$ cat config.mk
export PLATFORM = sky130hd
export DESIGN_NAME = pipeline_hazard_ctrl
export DESIGN_NICKNAME = d
export VERILOG_FILES = /design/src/rtl/pipeline_hazard_ctrl.sv
export SDC_FILE = /design/constraint.sdc
export NUM_CORES = 1
export LEC_CHECK = 0
export CAP_MARGIN = 20
export CORE_ASPECT_RATIO = 0.7
export CORE_MARGIN = 1.5
export CORE_UTILIZATION = 51
export DETAILED_ROUTE_END_ITERATION = 7
export PLACE_DENSITY = 0.86
export SETUP_SLACK_MARGIN = 0.02
export SLEW_MARGIN = 5
export SYNTH_ARGS = -nofsm -noshare
export SYNTH_HDL_FRONTEND = slang
export SYNTH_SLANG_ARGS = --single-unit
export TNS_END_PERCENT = 20
$ cat constraint.sdc
create_clock -name clk_i -period 3.85 [get_ports clk_i]
set_input_delay 0.77 -clock clk_i [delete_from_list [all_inputs] [get_ports clk_i]]
set_output_delay 0.77 -clock clk_i [all_outputs]
set_load 0.02 [all_outputs]
$ cat src/rtl/pipeline_hazard_ctrl.sv
// Stall/flush sequencer for the 5-stage pipeline.
// It produces the PC and IF/ID write enables, ID/EX bubbles on load-use
// hazards, and IF/ID flushes on taken control flow. It freezes the pipe
// while a data-memory access is outstanding and latches a memory timeout.
// All control outputs are combinational from state and inputs. State,
// the wait counter, the stall counter and the timeout flag are registered.
module pipeline_hazard_ctrl #(
  parameter int MEM_TIMEOUT = 255,  // 1..255, bounded by the 8-bit wait counter
  parameter int CNT_W       = 16
) (
  input  logic             clk_i,
  input  logic             rst_i,
  input  logic             start_i,
  input  logic [4:0]       IFID_rs_i,
  input  logic [4:0]       IFID_rt_i,
  input  logic [4:0]       IDEX_rt_i,
  input  logic             IDEX_memread_i,
  input  logic             branch_taken_i,
  input  logic             jump_i,
  input  logic             mem_req_i,
  input  logic             mem_ack_i,
  output logic             pc_write_o,
  output logic             ifid_write_o,
  output logic             ifid_flush_o,
  output logic             idex_bubble_o,
  output logic             pipe_stall_o,
  output logic             mem_timeout_o,
  output logic [1:0]       state_o,
  output logic [CNT_W-1:0] stall_cnt_o
);

  typedef enum logic [1:0] {
    IDLE     = 2'd0,
    RUN      = 2'd1,
    MEM_WAIT = 2'd2,
    ERROR    = 2'd3
  } state_t;

  state_t           state;
  logic [7:0]       wait_cnt;
  logic [CNT_W-1:0] stall_cnt;
  logic             timeout_flag;

  logic luh, cf, mm;

  // Hazard detection terms
  always_comb begin
    luh = IDEX_memread_i && (IDEX_rt_i != 5'd0) &&
          ((IDEX_rt_i == IFID_rs_i) || (IDEX_rt_i == IFID_rt_i));
    cf  = branch_taken_i | jump_i;
    mm  = mem_req_i & ~mem_ack_i;
  end

  // Control outputs; a memory miss beats a load-use stall beats a flush.
  // A load-use stall leaves any same-cycle branch for the next cycle.
  always_comb begin
    pc_write_o    = 1'b0;
    ifid_write_o  = 1'b0;
    ifid_flush_o  = 1'b0;
    idex_bubble_o = 1'b0;
    pipe_stall_o  = 1'b0;
    case (state)
      RUN: begin
        if (mm) begin
          pipe_stall_o = 1'b1;
        end else if (luh) begin
          idex_bubble_o = 1'b1;
        end else begin
          pc_write_o   = 1'b1;
          ifid_write_o = 1'b1;
          ifid_flush_o = cf;
        end
      end
      MEM_WAIT: begin
        // Hazard inputs are ignored here; the ack cycle is a plain advance
        pipe_stall_o = ~mem_ack_i;
        pc_write_o   = mem_ack_i;
        ifid_write_o = mem_ack_i;
      end
      ERROR: pipe_stall_o = 1'b1;
      default: ;
    endcase
  end

  // Sequencer state, memory wait counter, timeout flag and stall counter
  always_ff @(posedge clk_i or posedge rst_i) begin
    if (rst_i) begin
      state        <= IDLE;
      wait_cnt     <= 8'd0;
      stall_cnt    <= '0;
      timeout_flag <= 1'b0;
    end else begin
      case (state)
        IDLE: if (start_i) state <= RUN;
        RUN: begin
          if (mm) begin
            state    <= MEM_WAIT;
            wait_cnt <= 8'd1;
          end
        end
        MEM_WAIT: begin
          if (mem_ack_i) begin
            state <= RUN;
          end else if (wait_cnt == 8'(MEM_TIMEOUT)) begin
            state        <= ERROR;
            timeout_flag <= 1'b1;
          end else begin
            wait_cnt <= wait_cnt + 8'd1;
          end
        end
        default: ;  // ERROR is left only through reset
      endcase
      if ((state == RUN || state == MEM_WAIT) && !pc_write_o && !(&stall_cnt))
        stall_cnt <= stall_cnt + CNT_W'(1);
    end
  end

  assign state_o       = state;
  assign stall_cnt_o   = stall_cnt;
  assign mem_timeout_o = timeout_flag;

endmodule

Word-level counts from Yosys, hierarchy flattened --
Cells that the tools add are included.
Word-level totals: flip-flop bits (word level) 27
Operators by class: add/subtract/negate cells 2, equality and inequality tests 11, multiplexer cells 20, bitwise operators 3, reductions and logical operators 16
Operator list (count):
- 2-to-1 mux 8 bit | 3
- adder 16 x 1 -> 16 bit, second input constant | 1
- case mux 8 bit (2 select lines) | 1
- AND reduction 16 bit | 1
- equality test 5 bit | 2
- 2-to-1 mux 1 bit | 9
- adder 8 x 1 -> 8 bit, second input constant | 1
- equality test 8 bit, second input constant | 1
- 2-to-1 mux 2 bit | 4
- != test 2 bit, second input constant | 4
- AND reduction 4 bit | 2
- case mux 2 bit (3 select lines) | 1
- nonzero test 5 bit | 1
- equality test 2 bit, second input constant | 2
- logical AND 1 bit | 4
- != test 3 bit, second input constant | 1
- case mux 1 bit (3 select lines) | 1
- AND reduction 3 bit | 1
- nonzero test 3 bit | 1
- equality test 2 x 1 -> 1 bit, second input constant | 1
- logical NOT 1 bit | 2
- logical NOT 2 bit | 1
- logical OR 1 bit | 2
- case mux 1 bit (2 select lines) | 1
- other kinds (4) | 4

Logic depth before layout (Yosys ltp) --
depth in word-level cells 9, depth in mapped cells 9, depth with buffers taken out 8

Least setup slack after synthesis --
No wires, ideal clock.
kind input port to output port, start point in IDEX_rt_i[1], end point out pc_write_o, arrival time 2.497 ns, required time 3.080 ns, slack 0.583 ns, cell stages on the path 7, path buffers 2, cells stage by stage or4_1 > o21a_1 > a21oi_4 > buf_6 > a21oi_1 > nor2b_1 > buf_4
On the way: longest elaborated chain between the ends 6
RTL lines:
- from (decl) | line 16 | input logic [4:0] IDEX_rt_i,
- equality test 5 bit or nonzero test 5 bit (tied branches) | line 49, 48
- logical OR 1 bit or logical AND 1 bit (tied branches) | line 49, 48
- logical AND 1 bit * | line 48 | luh = IDEX_memread_i && (IDEX_rt_i != 5'd0) &&
- 2-to-1 mux 1 bit * (2 in series)
- case mux 1 bit (2 select lines) *
- to (decl) | line 22 | output logic pc_write_o,
Mark *: on every way between the ends. The rest lies on a longest branch, timed or not.

Worst setup path in the final report --
start point in IDEX_rt_i[1], end point out ifid_flush_o
On the way: longest elaborated chain between the ends 6
RTL lines:
- equality test 5 bit or nonzero test 5 bit (tied branches) | line 49, 48
- logical OR 1 bit or logical AND 1 bit (tied branches) | line 49, 48
- logical AND 1 bit * | line 48
- 2-to-1 mux 1 bit * | line 66 | end else if (luh) begin
- 2-to-1 mux 1 bit * | line 64 | if (mm) begin
- 2-to-1 mux 1 bit * | line 62 | case (state)
- to (decl) | line 24 | output logic ifid_flush_o,
Marks and branches as above.

==> impl_results.md <==
* Status: completed
* Total GRT Usage at just over 20%
* Synthesis Warnings at 0
* Synth area leader: dfrtp_1
* Slew @ Worst Pin at ~0.66 ns
* Unique masters post-synth at 34
* Achievable clock frequency at 0.2669 GHz
* Clk_lat worst skew at ~0.28 ns
* Top-area cell type share of the netlist area at 41.10%
* Fin. Hold Viols at 0
* Headroom to the max-slew limit at between 50% and 60%
* Total number of vias at 1,431
* Placed cell count at around 260
* Hold_ws at 0.4714 ns
* Final period util at between 90% and 100%
* Crit path required time at ~3 ns
* Setup Crit Path Kind: primary input to primary output
* Post-synthesis register bit count at 27
* Fraction of layout cells with a size suffix above 1 at 4.933%
* Starting density of the core at 52.94%
* Crit-path max FO at 3
* H-tree Lvls at 1
* Final net count at 255
* Avg Cell Area, Syn at 9.395 um2
* Cells after Synth at 175
* Top Ports at 47
* First-pass GRT wire length at 5.713 mm
* Router iterations before antenna repair at 4
* Largest cells by area after synthesis: dfrtp_1, xor2_1, ha_1
* Final setup viols at 0
* Synth top cells by count: dfrtp_1, xor2_1, nand3_1
* Hold Path Class: register to register
* Routability cong. at 0.7932
* Skew final at 0.001557 ns
* Main synth FF type: dfrtp_1
* DRT Wirelength at 3.568 mm
* Clk buf depth at 2
* Worst path slowest cell: clkdlybuf4s50_1
* Count leader, synth: dfrtp_1
* Global route overflow at 0
* Worst Setup Start Kind: primary input
* Die Width at 70.86 um
* Diodes inserted at 0
* CTS tree: yes
* LEAKAGE at about 0.98 nW
* Pin count of the biggest net entering global routing at 28
* Clk sink count at 27
* PwrDens at approximately 530 mW/mm2
* Register area share after synthesis at 41.10%
* Core Rows at 17
* Die ar. at 0.003579 mm2
* Synth-to-Final Area Change at 34.40%
* Vias in the first global route at roughly 1,300
* Core Box Area at 0.003105 mm2
* Tmin final at 3.747 ns
* Initial antenna violation count at 0
* Clock buffer count from CTS at 3
* Crit path cell chain: clkdlybuf4s50_1 > or4_1 > o21a_1 > a21oi_4 > o21a_1 > clkdlybuf4s50_1
* Post-Synthesis Cell Area at 0.001644 mm2
* Clk slew on worst S/H paths at 0.10 ns
* Crit-path max cell delay at 0.60 ns
* Residual DRC at 0
* Port Buf Inserts at 46
* WL per Instance at 13.67 um
* Layout Utilization at 71.15%
* Post-detail-place hpwl at 2.661 mm
* Worst setup EP type: primary output
* Setup bufs post-CTS at 0
* Final Non-Filler Cells at roughly 260
* Max-cap check violation count at 0
* Slew Viols, Final at 0
* Antenna viol nets, final at 0
* Vias per cell at 5.483
* Ys async rst share at 100.0%
* Worst EP arrival at 2.98 ns
* Number of DRC markers in iteration 0 at 37
* Vert. Die Dim at between 50 and 60 um
* Unrepaired setup endpoints after global routing: no
* CTS root buf: clkbuf_8
* Syn Nets at 206
* VDD IR max at 473.0 uV
* Post-synth EDFFs at 0
-- kinds of logic after synthesis --
logic type | synth area share (%)
buf+inv | 3.120
fa+ha+maj | 6.089
mux | 0.9130
simple gates | 24.43
xor+xnor | 15.45
flops | 41.10
compound gates | 8.904
-- worst paths after layout --
check	from	end	slack (ns)	cells past startpoint
max	IDEX_rt_i[1]	ifid_flush_o	0.10	6
min	mem_timeout_o	mem_timeout_o	0.47	1
max reg2reg	state_o[0]	wait_cnt[7]	1.60	8
min reg2reg	mem_timeout_o	mem_timeout_o	0.47	1
max in group asynchronous	rst_i	stall_cnt_o[9]	2.76	3
min in group asynchronous	rst_i	wait_cnt[3]	0.70	2
-- state kept, by name, summed over array words and instances, names as in the netlist --
signal	flops
stall_cnt_o	16
wait_cnt	8
mem_timeout_o	1
state_o	2
-- routing by layer --
layer,GRT usage (%),part of all wire [%]
met2,31.62,43
met4,3.774,0.59
met3,7.028,9.6
met5,0,0
met1,27.67,47
-- stage by stage --
stage | power, mW | instance area [um2] | worst slack, ns | TNS [ns]
after floorplan | 0.7905 | 1644 | 0.5834 | 0
after global placement | 0.9821 | 2131 | 0.03695 | 0
after detailed placement | 0.9945 | 2131 | -0.0002418 | -0.0002418
after CTS | 1.170 | 2180 | 0.01328 | 0
after global routing | 1.250 | 2210 | 0.03866 | 0
final | 1.162 | 2210 | 0.1032 | 0
-- power by group --
group	switching [mW]	internal (mW)	total, mW	leakage [nW]
combinational	0.313	0.251	0.564	0.599
clock	0.0964	0.0762	0.173	0.0261
sequential	0.0844	0.341	0.426	0.353
-- worst max-delay path: cells and delay by family --
family                 cells  cell delay, ns
AOI/OAI and AO/OA          3            0.60
buffers and inverters      2            1.06
and+or+nand+nor            1            0.55
-- final cells by class --
class / count / area (um2)
Inverter: 6 / 22.52
Fill cell: 235 / 895.9
Clock inverter: 1 / 8.758
Clock buffer: 3 / 41.29
Timing Repair Buffer: 48 / 496.7
Tap cell: 38 / 47.55
Sequential cell: 27 / 675.6
Multi-Input combinational cell: 138 / 917.1
-- cells in the final DEF, fill, tap and decap left out, types with 2 or more instances in the layout --
cell / Yosys / routed
clkdlybuf4s50_1: 0 / 44
dfrtp_1: 27 / 27
xor2_1: 18 / 18
nand3_1: 16 / 16
nand2_1: 15 / 15
xnor2_1: 11 / 11
nor3_1: 11 / 11
nor2_1: 11 / 11
ha_1: 8 / 8
o21ai_0: 7 / 7
inv_1: 6 / 6
nand4_1: 6 / 6
and3_1: 5 / 5
a21oi_1: 4 / 4
nor2b_1: 3 / 3
nor4_1: 3 / 3
clkbuf_8: 0 / 3
o21a_1: 2 / 2
or3_1: 2 / 2
nor3b_1: 2 / 2
a21o_1: 2 / 2
-- what timing repair did --
action	in CTS	in global routing
gates resized for setup	1	1
hold buffers	0	0
setup endpoints to repair	2	1
(Power assumes the default switching activity.)
